$ cat src/rtl/riscv_ctrl_pkg.sv
// Shared constants for the RV32I multicycle controller: opcodes, FSM state
// encodings and ALU-decoder operation codes.
package riscv_ctrl_pkg;

   localparam logic [6:0] OP_R    = 7'b0110011;
   localparam logic [6:0] OP_I    = 7'b0010011;
   localparam logic [6:0] OP_LUI  = 7'b0110111;
   localparam logic [6:0] OP_LW   = 7'b0000011;
   localparam logic [6:0] OP_SW   = 7'b0100011;
   localparam logic [6:0] OP_BEQ  = 7'b1100011;

   localparam logic [1:0] ALU_ADD = 2'b00;
   localparam logic [1:0] ALU_BR  = 2'b01;
   localparam logic [1:0] ALU_RI  = 2'b10;
   localparam logic [1:0] ALU_LUI = 2'b11;

   // Fixed encodings so state values stay stable for legacy debug tooling.
   localparam logic [3:0] ST_FETCH   = 4'd0;
   localparam logic [3:0] ST_DECODE  = 4'd1;
   localparam logic [3:0] ST_EXECUTE = 4'd2;
   localparam logic [3:0] ST_ALU_WB  = 4'd3;
   localparam logic [3:0] ST_ADDR    = 4'd4;
   localparam logic [3:0] ST_MEM_RD  = 4'd5;
   localparam logic [3:0] ST_MEM_WB  = 4'd6;
   localparam logic [3:0] ST_MEM_WR  = 4'd7;
   localparam logic [3:0] ST_BRANCH  = 4'd8;

   typedef enum logic [3:0] {
      S_FETCH   = ST_FETCH,
      S_DECODE  = ST_DECODE,
      S_EXECUTE = ST_EXECUTE,
      S_ALU_WB  = ST_ALU_WB,
      S_ADDR    = ST_ADDR,
      S_MEM_RD  = ST_MEM_RD,
      S_MEM_WB  = ST_MEM_WB,
      S_MEM_WR  = ST_MEM_WR,
      S_BRANCH  = ST_BRANCH
   } ctrl_state_e;

endpackage

$ cat src/rtl/multicycle_controller_mem_wait_timer.sv
// Counts consecutive not-ready cycles of a memory access and flags expiry
// on the cycle the count reaches MEM_TIMEOUT-1 while still waiting.
module mem_wait_timer #(
   parameter int MEM_TIMEOUT = 16
) (
   input  logic clk,
   input  logic reset_n,
   input  logic clear,
   input  logic count,
   output logic expired
);

   localparam int W = (MEM_TIMEOUT > 1) ? $clog2(MEM_TIMEOUT) : 1;
   localparam logic [W-1:0] LAST = W'((MEM_TIMEOUT > 0) ? MEM_TIMEOUT - 1 : 0);

   logic [W-1:0] cnt_q, cnt_d;

   always_comb begin
      expired = (MEM_TIMEOUT != 0) && count && (cnt_q == LAST);
      cnt_d   = cnt_q;
      // An expired access restarts from zero because FETCH is re-entered.
      if (clear || expired) begin
         cnt_d = '0;
      end else if (count) begin
         cnt_d = cnt_q + 1'b1;
      end
   end

   always_ff @(posedge clk) begin
      if (!reset_n) begin
         cnt_q <= '0;
      end else begin
         cnt_q <= cnt_d;
      end
   end

endmodule

$ cat src/rtl/multicycle_controller.sv
// Multicycle RV32I sequencer: steps each instruction through fetch, decode,
// execute/memory and writeback, driving datapath strobes per state.
module multicycle_controller
   import riscv_ctrl_pkg::*;
#(
   parameter int MEM_TIMEOUT = 16,
   parameter int CNT_W       = 32
) (
   input  logic             clk,
   input  logic             reset_n,
   input  logic [6:0]       opcode,
   input  logic             zero,
   input  logic             imem_ready,
   input  logic             dmem_ready,
   output logic             imem_req,
   output logic             dmem_req,
   output logic             dmem_we,
   output logic             ir_write,
   output logic             pc_write,
   output logic             pc_src,
   output logic             alu_src_b,
   output logic [1:0]       alu_op,
   output logic             reg_write,
   output logic             mem_to_reg,
   output logic             illegal_instr,
   output logic             bus_error,
   output logic [CNT_W-1:0] instret
);

   ctrl_state_e      state_q, state_d;
   logic [6:0]       op_q, op_d;
   logic [CNT_W-1:0] instret_q, instret_d;

   logic in_wait;
   logic mem_ready;
   logic wait_cnt;
   logic wait_clr;
   logic expired;

   always_comb begin
      in_wait   = (state_q == S_FETCH) || (state_q == S_MEM_RD) || (state_q == S_MEM_WR);
      mem_ready = (state_q == S_FETCH) ? imem_ready : dmem_ready;
      wait_cnt  = in_wait && !mem_ready;
      wait_clr  = !wait_cnt;
   end

   mem_wait_timer #(
      .MEM_TIMEOUT (MEM_TIMEOUT)
   ) u_wait_timer (
      .clk     (clk),
      .reset_n (reset_n),
      .clear   (wait_clr),
      .count   (wait_cnt),
      .expired (expired)
   );

   always_comb begin
      state_d       = state_q;
      op_d          = op_q;
      instret_d     = instret_q;
      imem_req      = 1'b0;
      dmem_req      = 1'b0;
      dmem_we       = 1'b0;
      ir_write      = 1'b0;
      pc_write      = 1'b0;
      pc_src        = 1'b0;
      alu_src_b     = 1'b0;
      alu_op        = ALU_ADD;
      reg_write     = 1'b0;
      mem_to_reg    = 1'b0;
      illegal_instr = 1'b0;
      bus_error     = 1'b0;

      case (state_q)
         S_FETCH: begin
            imem_req = 1'b1;
            if (imem_ready) begin
               ir_write = 1'b1;
               pc_write = 1'b1;
               state_d  = S_DECODE;
            end else if (expired) begin
               imem_req  = 1'b0;
               bus_error = 1'b1;
               state_d   = S_FETCH;
            end
         end
         S_DECODE: begin
            op_d = opcode;
            case (opcode)
               OP_R, OP_I, OP_LUI: state_d = S_EXECUTE;
               OP_LW, OP_SW:       state_d = S_ADDR;
               OP_BEQ:             state_d = S_BRANCH;
               default: begin
                  illegal_instr = 1'b1;
                  state_d       = S_FETCH;
               end
            endcase
         end
         S_EXECUTE: begin
            alu_op    = (op_q == OP_LUI) ? ALU_LUI : ALU_RI;
            alu_src_b = (op_q != OP_R);
            state_d   = S_ALU_WB;
         end
         S_ALU_WB: begin
            reg_write = 1'b1;
            instret_d = instret_q + 1'b1;
            state_d   = S_FETCH;
         end
         S_ADDR: begin
            alu_op    = ALU_ADD;
            alu_src_b = 1'b1;
            state_d   = (op_q == OP_SW) ? S_MEM_WR : S_MEM_RD;
         end
         S_MEM_RD: begin
            dmem_req = 1'b1;
            if (dmem_ready) begin
               state_d = S_MEM_WB;
            end else if (expired) begin
               dmem_req  = 1'b0;
               bus_error = 1'b1;
               state_d   = S_FETCH;
            end
         end
         S_MEM_WB: begin
            reg_write  = 1'b1;
            mem_to_reg = 1'b1;
            instret_d  = instret_q + 1'b1;
            state_d    = S_FETCH;
         end
         S_MEM_WR: begin
            dmem_req = 1'b1;
            dmem_we  = 1'b1;
            if (dmem_ready) begin
               instret_d = instret_q + 1'b1;
               state_d   = S_FETCH;
            end else if (expired) begin
               dmem_req  = 1'b0;
               dmem_we   = 1'b0;
               bus_error = 1'b1;
               state_d   = S_FETCH;
            end
         end
         S_BRANCH: begin
            alu_op    = ALU_BR;
            pc_src    = 1'b1;
            pc_write  = zero;
            instret_d = instret_q + 1'b1;
            state_d   = S_FETCH;
         end
         default: state_d = S_FETCH;
      endcase

      // Strobes are quiet for the whole time reset is held, not just after the edge.
      if (!reset_n) begin
         imem_req      = 1'b0;
         dmem_req      = 1'b0;
         dmem_we       = 1'b0;
         ir_write      = 1'b0;
         pc_write      = 1'b0;
         pc_src        = 1'b0;
         alu_src_b     = 1'b0;
         alu_op        = ALU_ADD;
         reg_write     = 1'b0;
         mem_to_reg    = 1'b0;
         illegal_instr = 1'b0;
         bus_error     = 1'b0;
      end
   end

   always_ff @(posedge clk) begin
      if (!reset_n) begin
         state_q   <= S_FETCH;
         op_q      <= '0;
         instret_q <= '0;
      end else begin
         state_q   <= state_d;
         op_q      <= op_d;
         instret_q <= instret_d;
      end
   end

   assign instret = instret_q;

endmodule
$ cat config.mk
export PLATFORM = sky130hd
export DESIGN_NAME = multicycle_controller
export DESIGN_NICKNAME = d
export VERILOG_FILES = /design/src/rtl/riscv_ctrl_pkg.sv /design/src/rtl/multicycle_controller_mem_wait_timer.sv /design/src/rtl/multicycle_controller.sv
export SDC_FILE = /design/constraint.sdc
export NUM_CORES = 1
export LEC_CHECK = 0
export ABC_AREA = 1
export ABC_CLOCK_PERIOD_IN_PS = 2700
export CAP_MARGIN = 20
export CORE_UTILIZATION = 45
export CTS_BUF_LIST = sky130_fd_sc_hd__clkbuf_16
export CTS_CLUSTER_DIAMETER = 50
export DETAILED_ROUTE_END_ITERATION = 6
export GPL_TIMING_DRIVEN = 0
export PLACE_DENSITY = 0.73
export SLEW_MARGIN = 20
export SYNTH_ARGS = -nofsm -noshare
export SYNTH_HDL_FRONTEND = slang
export SYNTH_HIERARCHICAL = 1
export SYNTH_SLANG_ARGS = --single-unit
$ cat constraint.sdc
create_clock -name clk -period 2.7 [get_ports clk]
set_input_delay 0.81 -clock clk [delete_from_list [all_inputs] [get_ports clk]]
set_output_delay 0.81 -clock clk [all_outputs]
set_load 0.01 [all_outputs]
=== Word-level counts from Yosys, hierarchy flattened ===
Cells that the tools add are included.

* Add/sub/neg operators: 2
* Equal/unequal tests: 19
* Multiplexer cells: 43
* Bitwise logic cells: 1
* Reduce and logical (&&, ||, !) cells: 17

{| class="wikitable"
|+ Operators with widths
! cell !! number
|-
| case mux 32 bit (2 select lines) || 1
|-
| equality test 7 x 6 -> 1 bit (second input constant) || 5
|-
| adder 32 x 1 -> 32 bit (second input constant) || 1
|-
| two-way mux 32 bit || 1
|-
| two-way mux 1 bit || 29
|-
| case mux 4 bit (6 select lines) || 1
|-
| equality test 4 x 3 -> 1 bit (second input constant) || 4
|-
| two-way mux 4 bit || 4
|-
| case mux 4 bit (3 select lines) || 1
|-
| equality test 4 x 2 -> 1 bit (second input constant) || 2
|-
| equality test 4 bit (second input constant) || 2
|-
| OR reduction 2 bit || 4
|-
| equality test 7 x 2 -> 1 bit (second input constant) || 1
|-
| equality test 7 x 5 -> 1 bit (second input constant) || 1
|-
| equality test 7 bit (second input constant) || 1
|-
| != test 7 x 6 -> 1 bit (second input constant) || 1
|-
| case mux 1 bit (2 select lines) || 3
|-
| OR reduction 3 bit || 2
|-
| OR reduction 6 bit || 1
|-
| adder 4 x 1 -> 4 bit (second input constant) || 1
|-
| equality test 4 x 1 -> 1 bit (second input constant) || 1
|-
| zero test 4 bit || 1
|-
| two-way mux 2 bit || 2
|-
| case mux 2 bit (2 select lines) || 1
|-
| 7 further kinds || 11
|}

* Bits in registers: 47
* Input port bits: 12
* Output and inout bits: 45
* Word-level logic and storage cells: 86

=== Longest topological paths before layout ===
* Depth in word-level cells: 9
* Depth in mapped cells: 12
* Mapped depth without buffers: 12

=== By module ===
The synthesis kept the hierarchy.

{| class="wikitable"
|+ Modules (own cells, without submodules)
! module !! instances !! cells an instance !! area each (um^2) !! sequential area each (um^2)
|-
| multicycle_controller || 1 || 447 || 2730.1 || 860.8
|-
| mem_wait_timer || 1 || 26 || 187.7 || 80.1
|}

=== Worst setup path after synthesis ===
OpenSTA, ideal clock, no wires.

* Path type: in2out
* From: input port imem_ready
* To: output port bus_error
* Arrival: 1965 ps
* Required time: 1890 ps
* Setup slack: -75 ps
* Cell stages on the path: 5
* Buffers on the path: 0
* Cells stage by stage: o21ai_0 > nand4_1 > inv_1 > inv_1 > nor3_1

* Longest elaborated chain between the ends: 8
* Elaborated cells between the ends (all ways): 9
* Those cells by class: mux (6); reduce/logical (3)

{| class="wikitable"
|+ RTL lines
! what !! RTL line !! source
|-
| start: declaration || multicycle_controller.sv:13 || <nowiki>input logic imem_ready,</nowiki>
|-
| two-way mux 1 bit (*) || multicycle_controller.sv:42 || <nowiki>mem_ready = (state_q == S_FETCH) ? imem_ready : dmem_ready;</nowiki>
|-
| zero test 1 bit (*) || multicycle_controller.sv:43 || <nowiki>wait_cnt = in_wait && !mem_ready;</nowiki>
|-
| logical AND 1 bit (*) || multicycle_controller.sv:43 ||
|-
| logical AND 1 bit (*) || multicycle_controller_mem_wait_timer.sv:19 || <nowiki>expired = (MEM_TIMEOUT != 0) && count && (cnt_q == LAST);</nowiki>
|-
| net expired || multicycle_controller.sv:38 || <nowiki>logic expired;</nowiki>
|-
| two-way mux 1 bit (*) || multicycle_controller.sv:81, multicycle_controller.sv:118, multicycle_controller.sv:136 ||
|-
| two-way mux 1 bit, on equally long branches || multicycle_controller.sv:116, multicycle_controller.sv:77 ||
|-
| case mux 1 bit (2 select lines) (*) || multicycle_controller.sv:74 || <nowiki>case (state_q)</nowiki>
|-
| two-way mux 1 bit (*) || multicycle_controller.sv:154 || <nowiki>if (!reset_n) begin</nowiki>
|-
| end: declaration || multicycle_controller.sv:26 || <nowiki>output logic bus_error,</nowiki>
|}

Mark *: on every way through the listed nets, which the timed path passes. The rest lies on a longest branch.

=== Final worst setup path ===
* From: input port dmem_ready
* To: output port imem_req

* Longest elaborated chain between the ends: 8

{| class="wikitable"
|+ RTL lines
! what !! RTL line !! source
|-
| start: declaration || multicycle_controller.sv:14 || <nowiki>input logic dmem_ready,</nowiki>
|-
| two-way mux 1 bit || multicycle_controller.sv:42 ||
|-
| zero test 1 bit || multicycle_controller.sv:43 ||
|-
| logical AND 1 bit || multicycle_controller.sv:43 ||
|-
| net wait_cnt || multicycle_controller.sv:36 || <nowiki>logic wait_cnt;</nowiki>
|-
| logical AND 1 bit || multicycle_controller_mem_wait_timer.sv:19 ||
|-
| net expired || multicycle_controller.sv:38 ||
|-
| two-way mux 1 bit || multicycle_controller.sv:81 || <nowiki>end else if (expired) begin</nowiki>
|-
| two-way mux 1 bit || multicycle_controller.sv:77 || <nowiki>if (imem_ready) begin</nowiki>
|-
| two-way mux 1 bit || multicycle_controller.sv:74 ||
|-
| two-way mux 1 bit || multicycle_controller.sv:154 ||
|-
| end: declaration || multicycle_controller.sv:15 || <nowiki>output logic imem_req,</nowiki>
|}

The timed path passes the listed nets, and every way through them passes these cells.

==> results.tsv <==
metric	value	unit
worst skew pair latency	0.29	ns
Total Power	1.55	mW
Layout Cells excl Fill	621	
Hold Violations, Final	0	
design area	3860	um2
peak supply drop	0.357	mV
Switching Share	23.3	%
Worst Path Max Fanout	4	
Critical Path Start	dmem_ready	
Finish-stage setup viols	0	
top_reg_cell synth	dfxtp_1	
number of global-route vias before repair	2919	
FMAX	382	MHz
initial antenna violation count	0	
vias per inst	5.20	
R2R Path End	state_q[1]	
Syn Inst Count	473	
crit-path leading delay family	buffers and inverters	
share of cells above drive strength 1	13.7	%
Clk pwr share	47.4	%
Synth-to-Final Area Change	32.3	%
Total GRT Usage	24.4	%
WHS	0.472	ns
status	finished, final reports clean	
DR iter-0 viols	215	
yosys warns	6	
worst path arrival time	1.81	ns
Max Cap Viol	0	
Routed WL	7820	um
area of the core	6100	um2
Worst EP required	1.89	ns
clock-pin slew on the worst setup and hold paths	0.07	ns
Die Footprint	6810	um2
switching pwr	362	uW
post-synthesis sequential area ratio	32.2	%
mapped cell area	2920	um2
Root Buffer	clkbuf_16	
sequential fraction of design power	45.8	%
Yosys top cell area share	32.2	%
Final TNS setup	0	ns
Logic pwr share	6.8	%
most frequent cell after synthesis	nand2_1	
Max H-tree Level	2	
chip height	82.5	um
EDFF count, synth	0	
remaining global-route overflow	0	
Area contributors post-synth	dfxtp_1 32%, nand2_1 14%, nor2_1 11%	
syn nets	487	
dpl cells	604	
FF+latch count, synth	47	
die width	82.5	um
placed inst area	3570	um2
static leakage	1.60	nW
first-pass GRT wire length	12800	um
DRC Markers	0	
Slew headroom	60.7	%
synth cell count leaders	107 x nand2_1, 89 x nor2_1, 67 x inv_1	
clk sink count	47	
FFs w/ async S/R, synth	0	%
effective utilization at floorplan	47.9	%
nets	559	
# hold bufs at CTS	0	
Final ANT Viol Nets	0	
row count	28	
Worst R2R Path Depth	13	
Hold Crit Class	reg2reg	
power density cells	401	nW/um2
Critical Path Start Type	input port	
WP buf/inv	6	
worst reg2reg setup slack	0.85	ns
CTS tree	done	
slowest library cell on the worst path	buf_4	
Max clock buf depth	2	
Num CTS Buffers	5	
worst setup path endpoint	imem_req	
Worst setup EP type	output pin	
largest stage delay on the critical path	0.14	ns
minimum clock period	2.62	ns
largest net degree at the start of global routing	17	
routed vias	3229	
drt wl/cell	12.6	um
post-synthesis area per instance	6.17	um2
# port buffers	56	
Yosys cell types	33	
worst hold path startpoint	op_q[6]	
worst slew pin tran	0.590	ns
Slew Limit Fails	0	
DRT Pass-1 Iters	5	
routability congestion estimate	0.887	
post-detail-place hpwl	5620	um
internal power	1.19	mW
crit-path cells	buf_6 -> inv_2 -> nand2_2 -> o21ai_4 -> nand4_1 -> inv_2 -> buf_4 -> buf_4 -> a21oi_1 -> buf_2	
share of the clock period used by the worst path after layout	96.9	%
R2R Path Start	state_q[2]	
skew final	0.00611	ns
Crit Path Class	in2out	
stages on the worst setup path	10	
Top Ports	57	
largest area contributor in the netlist	dfxtp_1	
number of diodes	0	
timing repair:
item | in CTS | in global routing
pin swaps | 6 | 6
gates resized for setup | 56 | 22
buffers inserted | 5 | 4
setup endpoints to repair | 13 | 8
worst min-delay path, cell delays in order (launching register included):
cell     delay, ns
dfxtp_1       0.31
inv_1         0.06
a21oi_1       0.05
layer usage:
layer	wire, um	GRT usage [%]	vias up
met2	3680	40.6	98
met5	0	0	-
met4	112	8.79	0
met1	3590	30.9	1470
met3	433	5.05	12
li1	-	-	1649
area by class of cell:
| type | count | area, um2 |
|---|---|---|
| Timing Repair Buffer | 65 | 588 |
| Tap cell | 75 | 93.8 |
| Buffer | 13 | 96.3 |
| Clock inverter | 3 | 47.5 |
| Inverter | 70 | 265 |
| Clock buffer | 5 | 125 |
| Sequential cell | 47 | 943 |
| Multi-Input combinational cell | 343 | 1700 |
| Fill cell | 583 | 2230 |
power by group through the flow:
stage	registers (mW)	clock network (mW)	logic [mW]
6_report	0.710	0.734	0.105
5_1_grt	0.711	0.776	0.117
4_1_cts	0.709	0.738	0.100
3_5_place_dp	0.725	0	0.0963
3_3_place_gp	0.725	0	0.0949
2_1_floorplan	0.724	0	0.0555
cells by family after synthesis:
kind of cell / count (synthesis) / synth area share, %
AO/OA/AOI/OAI: 50 / 9.26
buffers and inverters: 83 / 11.8
flip-flops: 47 / 32.2
adder cells (fa/ha/maj): 2 / 0.857
AND/OR/NAND/NOR: 287 / 44.6
XOR/XNOR: 4 / 1.20
registers in the layout, summed over array words and instances, names as in the netlist:
register	count
u_wait_timer/cnt_q	4
instret	32
op_q	7
state_q	4
placed cells by master, fill, tap and decap left out, types with 2 or more instances in the layout:
master	count
nor2_1	86
nor3_2	2
dfxtp_1	45
a21oi_1	24
nand2_1	104
a21oi_2	3
dfxtp_2	2
nand4_1	19
clkbuf_2	2
nand3_1	45
o21ai_4	2
dlymetal6s2s_1	3
inv_2	8
buf_6	3
buf_1	3
buf_8	2
nand2_2	8
clkdlybuf4s50_1	34
o21ai_0	16
nor3_1	5
buf_2	7
nor2_4	10
buf_4	11
dlygate4sd2_1	11
inv_1	61
ha_1	2
clkbuf_1	2
clkbuf_16	5
nor2_2	3
xnor2_1	3
worst min path at each step:
stage                          to  slack (ns)  cells after the start
after floorplan           op_q[6]        0.44                      2
after global placement    op_q[6]        0.46                      2
after detailed placement  op_q[6]        0.47                      2
after CTS                 op_q[6]        0.47                      2
after global routing      op_q[6]        0.51                      2
final                     op_q[6]        0.47                      2
through the flow:
stage / setup slack (ns) / utilization [%]
after global routing: -0.0238 / 63.3
after detailed placement: -1.16 / 58.6
after global placement: -1.13 / 58.6
final: 0.0838 / 63.3
after floorplan: 0.0788 / -
after CTS: 0.00192 / 62.1
Note: power is estimated with default switching activity, not from simulation.
